==> config.mk <==
export PLATFORM = sky130hd
export DESIGN_NAME = pool_relu_sched
export DESIGN_NICKNAME = d
export VERILOG_FILES = /design/src/rtl/pool_pkg.sv /design/src/rtl/pool_relu_sched.sv
export SDC_FILE = /design/constraint.sdc
export NUM_CORES = 1
export LEC_CHECK = 0
export BUFFER_PORTS_ARGS = -buffer_cell sky130_fd_sc_hd__buf_2
export CAP_MARGIN = 20
export CORE_ASPECT_RATIO = 0.5
export CORE_MARGIN = 4
export CORE_UTILIZATION = 30
export CTS_BUF_LIST = sky130_fd_sc_hd__clkbuf_4 sky130_fd_sc_hd__clkbuf_8 sky130_fd_sc_hd__clkbuf_16
export DETAILED_ROUTE_END_ITERATION = 8
export PLACE_DENSITY = 0.66
export SETUP_SLACK_MARGIN = 0.4
export SLEW_MARGIN = 20
export SYNTH_ARGS = -nofsm -noshare
export SYNTH_HDL_FRONTEND = slang
export SYNTH_SLANG_ARGS = --single-unit
==> constraint.sdc <==
create_clock -name clk -period 7.1 [get_ports clk]
set_input_delay 2.13 -clock clk [delete_from_list [all_inputs] [get_ports clk]]
set_output_delay 2.13 -clock clk [all_outputs]
set_load 0.05 [all_outputs]
==> src/rtl/pool_pkg.sv <==
// Shared types and frame-size helpers for the pool/ReLU frame sequencer.
package pool_pkg;

    typedef enum logic [2:0] {
        IDLE  = 3'd0,
        RUN   = 3'd1,
        DRAIN = 3'd2,
        FLUSH = 3'd3,
        DONE  = 3'd4
    } state_t;

    localparam int W_DEF   = 26;
    localparam int IN_PIX  = W_DEF * W_DEF;
    localparam int OUT_PIX = (W_DEF / 2) * (W_DEF / 2);

    function automatic int in_pix(input int w);
        return w * w;
    endfunction

    function automatic int out_pix(input int w);
        return (w / 2) * (w / 2);
    endfunction

endpackage

==> src/rtl/pool_relu_sched.sv <==
// Frame sequencer for the 4-lane pool/ReLU datapath: gates conv pixels
// into the lanes, waits for pooled outputs, and clears the lanes per frame.
module pool_relu_sched
    import pool_pkg::*;
#(
    parameter int In_d_W    = 32,
    parameter int W         = W_DEF,
    parameter int FRM_W     = 8,
    parameter int DRAIN_MAX = 64
) (
    input  logic                clk,
    input  logic                clr,
    input  logic                start,
    input  logic [FRM_W-1:0]    num_frames,
    input  logic                s_valid,
    output logic                s_ready,
    input  logic [4*In_d_W-1:0] s_data,
    output logic [3:0]          lane_valid,
    output logic [4*In_d_W-1:0] lane_data,
    output logic                lane_clr,
    input  logic [3:0]          pool_valid,
    output logic                busy,
    output logic                frame_done,
    output logic                job_done,
    output logic                err
);

    localparam int IN_N  = in_pix(W);
    localparam int OUT_N = out_pix(W);
    localparam int IC_W  = $clog2(IN_N + 1);
    localparam int OC_W  = $clog2(OUT_N + 1);
    localparam int DT_W  = $clog2(DRAIN_MAX + 1);

    localparam logic [IC_W-1:0] IN_MAX  = IC_W'(IN_N);
    localparam logic [OC_W-1:0] OUT_MAX = OC_W'(OUT_N);
    localparam logic [DT_W-1:0] DT_MAX  = DT_W'(DRAIN_MAX);

    state_t                r_state;
    logic [IC_W-1:0]       r_in_cnt;
    logic [OC_W-1:0]       r_out_cnt;
    logic [DT_W-1:0]       r_dtmr;
    logic [FRM_W-1:0]      r_frm_cnt;
    logic [FRM_W-1:0]      r_nfrm;
    logic                  r_err;
    logic [3:0]            r_lane_valid;
    logic [4*In_d_W-1:0]   r_lane_data;
    logic                  r_lane_clr;
    logic                  r_frame_done;
    logic                  r_job_done;

    state_t                w_state_nxt;
    logic [IC_W-1:0]       w_in_nxt;
    logic [OC_W-1:0]       w_out_nxt;
    logic [DT_W-1:0]       w_dtmr_nxt;
    logic [FRM_W-1:0]      w_frm_nxt;
    logic [FRM_W-1:0]      w_nfrm_nxt;
    logic                  w_err_nxt;
    logic                  w_fire;
    logic                  w_cnt_en;
    logic                  w_pv_all;
    logic                  w_desync;
    logic                  w_out_inc;

    assign s_ready    = (r_state == RUN) && (r_in_cnt < IN_MAX);
    assign busy       = (r_state != IDLE);
    assign lane_valid = r_lane_valid;
    assign lane_data  = r_lane_data;
    assign lane_clr   = r_lane_clr;
    assign frame_done = r_frame_done;
    assign job_done   = r_job_done;
    assign err        = r_err;

    // Partial lane activity means the lanes have slipped relative to each other.
    always_comb begin
        w_fire    = s_valid & s_ready;
        w_cnt_en  = (r_state == RUN) || (r_state == DRAIN);
        w_pv_all  = w_cnt_en && (pool_valid == 4'hF);
        w_desync  = w_cnt_en && (pool_valid != 4'h0)
                    && (pool_valid != 4'hF);
        w_out_inc = w_pv_all && (r_out_cnt < OUT_MAX);
    end

    always_comb begin
        w_state_nxt = r_state;
        w_in_nxt    = w_fire ? r_in_cnt + 1'b1 : r_in_cnt;
        w_out_nxt   = w_out_inc ? r_out_cnt + 1'b1 : r_out_cnt;
        w_dtmr_nxt  = '0;
        w_frm_nxt   = r_frm_cnt;
        w_nfrm_nxt  = r_nfrm;
        w_err_nxt   = r_err | w_desync;
        unique case (r_state)
            IDLE: begin
                if (start) begin
                    w_state_nxt = RUN;
                    w_in_nxt    = '0;
                    w_out_nxt   = '0;
                    w_frm_nxt   = '0;
                    w_err_nxt   = 1'b0;
                    w_nfrm_nxt  = (num_frames == '0) ? FRM_W'(1)
                                                     : num_frames;
                end
            end
            RUN: begin
                if (w_fire && (w_in_nxt == IN_MAX)) begin
                    w_state_nxt = DRAIN;
                end
            end
            DRAIN: begin
                w_dtmr_nxt = w_out_inc ? '0 : r_dtmr + 1'b1;
                if (w_out_nxt == OUT_MAX) begin
                    w_state_nxt = FLUSH;
                end else if (w_dtmr_nxt == DT_MAX) begin
                    w_err_nxt   = 1'b1;
                    w_state_nxt = FLUSH;
                end
            end
            FLUSH: begin
                w_in_nxt  = '0;
                w_out_nxt = '0;
                w_frm_nxt = r_frm_cnt + 1'b1;
                if ((r_frm_cnt + 1'b1) < r_nfrm) begin
                    w_state_nxt = RUN;
                end else begin
                    w_state_nxt = DONE;
                end
            end
            DONE: begin
                w_state_nxt = IDLE;
            end
            default: begin
                w_state_nxt = IDLE;
            end
        endcase
    end

    // Pulses are decoded from the next state so they align with FLUSH/DONE.
    always_ff @(posedge clk or posedge clr) begin
        if (clr) begin
            r_state      <= IDLE;
            r_in_cnt     <= '0;
            r_out_cnt    <= '0;
            r_dtmr       <= '0;
            r_frm_cnt    <= '0;
            r_nfrm       <= '0;
            r_err        <= 1'b0;
            r_lane_valid <= 4'h0;
            r_lane_data  <= '0;
            r_lane_clr   <= 1'b0;
            r_frame_done <= 1'b0;
            r_job_done   <= 1'b0;
        end else begin
            r_state      <= w_state_nxt;
            r_in_cnt     <= w_in_nxt;
            r_out_cnt    <= w_out_nxt;
            r_dtmr       <= w_dtmr_nxt;
            r_frm_cnt    <= w_frm_nxt;
            r_nfrm       <= w_nfrm_nxt;
            r_err        <= w_err_nxt;
            r_lane_valid <= w_fire ? 4'hF : 4'h0;
            if (w_fire) begin
                r_lane_data <= s_data;
            end
            r_lane_clr   <= (w_state_nxt == FLUSH);
            r_frame_done <= (w_state_nxt == FLUSH);
            r_job_done   <= (w_state_nxt == DONE);
        end
    end

endmodule
# Word-level counts from Yosys, hierarchy flattened

Index checks and enable logic that the tools add are counted.

Add/subtract/negate cells: 4
Magnitude comparators: 3
Equal/unequal tests: 11
Mux-type cells: 22
Bitwise operators: 2
Reductions and logical operators: 14

Operators by type and width:

| operator                | number |
|---|---|
| $mux W8                 | 4 |
| $pmux W8 S2             | 2 |
| $mux W10                | 2 |
| $pmux W10 S2            | 1 |
| $add A8 B1 Y8 const B   | 2 |
| $mux W3                 | 5 |
| $mux W7                 | 2 |
| $pmux W3 S4             | 1 |
| $add A10 B1 Y10 const B | 1 |
| $eq A10 B10 Y1 const B  | 1 |
| $lt A10 B10 Y1 const B  | 1 |
| $eq A3 B2 Y1 const B    | 3 |
| $eq A8 B8 Y1 const B    | 1 |
| $logic_not A8 Y1        | 1 |
| $lt A8 B8 Y1            | 1 |
| $lt A8 B8 Y1 const B    | 1 |
| $add A7 B1 Y7 const B   | 1 |
| $eq A7 B7 Y1 const B    | 1 |
| $logic_and A1 B1 Y1     | 6 |
| $eq A4 B4 Y1 const B    | 1 |
| $mux W4                 | 1 |
| $ne A4 B4 Y1 const B    | 1 |
| $reduce_and A2 Y1       | 2 |
| $reduce_bool A4 Y1      | 1 |
| 11 further kinds        | 13 |

Register bits: 179
Input port bits: 144
Output and inout port bits: 138
Logic and storage cells: 67

# Longest topological paths before layout

Word-level depth: 10
Gate-level depth with buffers: 11
Depth with buffers taken out: 11

# Least setup slack after synthesis

OpenSTA, ideal clock, no wires.

Kind: input-to-reg
Start: in pool_valid[2]
End: reg r_err (netlist: err)
Library setup time: 0.129 ns
Data arrival time: 3.606 ns
Data required time: 6.971 ns
Slack: 3.365 ns
Cell stages on the path: 7
Path buffers: 1
Cells stage by stage: nand4_1 a2111oi_2 and2_4 buf_6 nand4_1 a2111o_1 o2bb2ai_1

Word-level cells in the longest chain between the ends: 8
Elaborated cells between the ends (all ways): 16
Classes of those cells: eq/ne (4); mux (6); bitwise (1); reduce/logical (5)

Ends and longest elaborated chain:

| what                   | RTL line               | RTL |
|---|---|---|
| start: declaration     | pool_relu_sched.sv:21  | `input logic [3:0] pool_valid,` |
| $eq A4 B4 Y1           | pool_relu_sched.sv:77  | `w_pv_all = w_cnt_en && (pool_valid == 4'hF);` |
| $logic_and A1 B1 Y1    | pool_relu_sched.sv:77  |  |
| $logic_and A1 B1 Y1    | pool_relu_sched.sv:80  | `w_out_inc = w_pv_all && (r_out_cnt < OUT_MAX);` |
| $mux W7                | pool_relu_sched.sv:109 | `w_dtmr_nxt = w_out_inc ? '0 : r_dtmr + 1'b1;` |
| $eq A7 B7 Y1           | pool_relu_sched.sv:112 | `end else if (w_dtmr_nxt == DT_MAX) begin` |
| $mux W1                | pool_relu_sched.sv:112 |  |
| $mux W1                | pool_relu_sched.sv:110 | `if (w_out_nxt == OUT_MAX) begin` |
| $pmux W1 S2 *          | pool_relu_sched.sv:91  | `unique case (r_state)` |
| net w_err_nxt          | pool_relu_sched.sv:57  | `logic w_err_nxt;` |
| end signal: assignment | pool_relu_sched.sv:158 | `r_err <= w_err_nxt;` |
| end: declaration       | pool_relu_sched.sv:44  | `logic r_err;` |

Mark *: on every way through the listed nets, which the timed path passes. The rest lies on a longest branch.
A chain may end at the register's enable or synchronous reset.

# Worst setup path after layout

Start: reg r_state[2]
End: out s_ready

Word-level cells in the longest chain between the ends: 2

Ends and longest elaborated chain:

| what                     | RTL line               | RTL |
|---|---|---|
| start: declaration       | pool_relu_sched.sv:38  | `state_t r_state;` |
| start signal: assignment | pool_relu_sched.sv:152 | `r_state <= w_state_nxt;` |
| $eq A3 B1 Y1             | pool_relu_sched.sv:64  | `assign s_ready = (r_state == RUN) && (r_in_cnt < IN_MAX);` |
| $logic_and A1 B1 Y1      | pool_relu_sched.sv:64  |  |
| end: declaration         | pool_relu_sched.sv:16  | `output logic s_ready,` |

Every way passes these cells.

==> summary.log <==
qor: status.outcome finished, final reports clean
qor: placed_design.portBuffers 281
qor: clock_tree.worst_setup_hold_path_clk_slew 0.07 ns
qor: floorplan.fp.dieH 120 um
qor: clock_tree.cts_made_buffers 17
qor: synth.yosys_register_bits 176
qor: timing.rsz_0062_raised_after_global_routing false
qor: synth.post_synth_top_area_share 58.9%
qor: layout.layout-drive-gt1-share 29.1%
qor: run.max_cap_violations 0
qor: layout.seqCellArea 4400 um^2
qor: setup_path.critPathRequiredTime 4.97 ns
qor: global_route.global_route_wire_length_before_repair 32700 um
qor: pwr.static-leakage-power 5.33 nW
qor: timing.fmax 253 MHz
qor: synth.mappedNetlistArea 7470 um^2
qor: hold_path.worst_hold_check_path_type reg2reg
qor: setup_path.timing.critical_path.arrival 1.82 ns
qor: synth.postSynthAreaPerCell 8.91 um^2
qor: route.avgRoutedWirePerCell 13.7 um
qor: clock_tree.clock_path_buffers 2
qor: timing.drv_slew 0
qor: global_route.grt_overflow 0
qor: synth.synth_flop_cell dfrtp_1
qor: route.vias_per_cell 4.44
qor: timing.max-slew-margin-rel 30.2%
qor: clock_tree.cts_root_buffer clkbuf_16
qor: synth.async_flop_share 100%
qor: floorplan.design.portCount 282
qor: setup_path.timing_worst_setup_path_type reg2out
qor: placed_design.place.gp.congestion 0.830
qor: timing.totalNegativeSetupSlack 0 ns
qor: clock_tree.cts-hold-fix-buffers 0
qor: pwr.max-vdd-ir-drop 116 uV
qor: clock_tree.tritoncts built
qor: layout.footprint_of_the_multi_input_gates 2810 um^2
qor: route.drt_first_iter_violations 438
qor: floorplan.design.die.area 27700 um^2
qor: route.vias 6418
qor: clock_tree.cts_num_sinks 176
qor: timing.worst-slew-pin-transition 1.05 ns
qor: synth.number_of_flops_mapped_to_enable_cells_by_yosys 0
qor: global_route.vias_in_the_first_global_route 6448
qor: timing.fin_worst_hold_slack 0.468 ns
qor: route.drtPass1Iterations 4
qor: synth.netlist-cell-type-count 51
qor: synth.synth_nets 995
qor: timing.worst_clock_skew 0.0134 ns
qor: placed_design.placement_stage_cell_area 9150 um^2
qor: layout.fill_count 2437
qor: setup_path.setup.worst_path.start_class flop
qor: clock_tree.h-tree-depth 4
qor: timing.final_min_period_over_clock_period 55.6%
qor: clock_tree.cts_repair_resize_count 0
qor: route.drt_drc_violations_left 0
qor: pwr.power_per_cell_area 276 nW/um^2
qor: clock_tree.postCtsSetupBuffers 0
qor: synth.synthesis.yosys.warnings 0
qor: synth.synthesis.instances 839
qor: setup_path.crit_path_max_fanout 8
qor: floorplan.initial_core_util 30.9%
qor: route.wirelength 19900 um
qor: placed_design.post-dp-hpwl 14400 um
qor: timing.setup_viol 0
qor: floorplan.die-width 231 um
qor: route.final_antenna_net_count 0
qor: synth.synth_area_leaders dfrtp_1, nand2_1, ha_1
qor: layout.final_nets 1254
qor: floorplan.coreArea 24200 um^2
qor: global_route.antenna_found_initial 1
qor: global_route.largest_net_degree_at_the_start_of_global_routing 177
qor: floorplan.placementRows 40
qor: layout.areaGrowthSynthToFinish 30.3%
qor: layout.finish.instance_area 9740 um^2
qor: setup_path.critPathCaptureType output port
qor: timing.timing_hold_violations_final 0
qor: clock_tree.clk-insertion-delay-late 0.42 ns
qor: timing.final.min_clock_period 3.95 ns
qor: global_route.global_route.usage.total 14.4%
qor: synth.synth_sequential_area_ratio 58.9%
qor: synth.synth_largest_area_cell dfrtp_1
-- where the power goes --
part,internal [mW],switching (mW)
logic,0.156,0.418
registers,1.10,0.0783
clock network,0.528,0.411
-- cell usage after synthesis (all sizes together), types with 6 or more instances --
master,number
nand2,419
nand3,12
nand4,8
dfrtp,176
clkbuf,30
nor2,35
ha,12
xnor2,16
inv,14
xor2,13
and3,8
o21ai,21
buf,17
nor3,6
-- metrics by stage --
stage	instances	setup slack (ns)	utilization [%]	total power [mW]
final	1447	3.15	40.2	2.69
after floorplan	839	2.72	-	1.61
after global routing	1447	3.07	40.2	2.82
after CTS	1446	3.13	40.2	2.72
after global placement	1415	3.06	37.8	1.76
after detailed placement	1415	3.07	37.8	1.77
-- state kept, by name, summed over array words and instances (netlist names) --
name        count
err             1
r_state         3
frame_done      1
r_nfrm          8
lane_valid      1
r_frm_cnt       8
r_in_cnt       10
lane_data     128
r_dtmr          7
job_done        1
r_out_cnt       8
-- cell usage in the layout (no fill, tap or decap), types with 4 or more instances in the layout --
master       n
dfrtp_1    176
xnor2_1     16
buf_2      281
nand3_1     12
and3_1       8
clkbuf_16   17
nand4_1      8
inv_6        6
a21oi_1      5
nand2_1    419
nor4_1       5
nor2_1      35
xor2_1      13
inv_1       12
nor3_1       6
o21ai_0     17
buf_4        5
ha_1        12
o21ai_1      4
-- layer usage --
| layer | vias up | track usage, % | part of all wire [%] |
|---|---|---|---|
| met5 | - | 0 | 0 |
| met1 | 3077 | 17.2 | 41 |
| met4 | 0 | 5.44 | 2.8 |
| li1 | 3172 | - | - |
| met3 | 40 | 2.92 | 2.5 |
| met2 | 129 | 25.8 | 54 |
-- logic make-up (layout without fill, tap and decap cells) --
| group | count (synthesis) | after routing | share of synthesized area (%) |
|---|---|---|---|
| DFF | 176 | 176 | 58.9 |
| AOI/OAI and AO/OA | 50 | 50 | 4.44 |
| other | 0 | 1 | 0 |
| xor gates and xnor gates | 29 | 29 | 3.40 |
| muxes | 1 | 1 | 0.134 |
| buffers and inverters | 61 | 332 | 3.55 |
| and+or+nand+nor | 510 | 510 | 27.6 |
| adders and majority gates | 12 | 12 | 2.01 |
-- path summary, 6_finish.rpt --
kind                           startpoint        endpoint  slack, ns  cells after the start
hold reg to reg            lane_data[118]  lane_data[118]       0.47                      2
setup / recovery               r_state[2]         s_ready       3.15                      3
setup reg to reg             r_out_cnt[0]      frame_done       4.38                      8
min in group asynchronous             clr   lane_data[75]       1.88                      3
max in group asynchronous             clr   lane_data[33]       4.36                      3
hold / removal             lane_data[118]  lane_data[118]       0.47                      2
-- area by class of cell --
| class | instances | share of cell area [%] |
|---|---|---|
| Antenna cell | 1 | 0.0257 |
| Clock buffer | 18 | 4.45 |
| Clock inverter | 13 | 1.54 |
| Inverter | 14 | 0.604 |
| Multi-Input combinational cell | 602 | 28.8 |
| Sequential cell | 176 | 45.2 |
| Tap cell | 336 | 4.32 |
| Timing Repair Buffer | 287 | 15.0 |
-- critical path, cell delays in order (launching register included) --
cell,delay (ns)
dfrtp_1,0.47
nor3b_1,0.44
and3_1,0.22
buf_2,0.28
No activity file was read; power rests on OpenSTA's default activity.
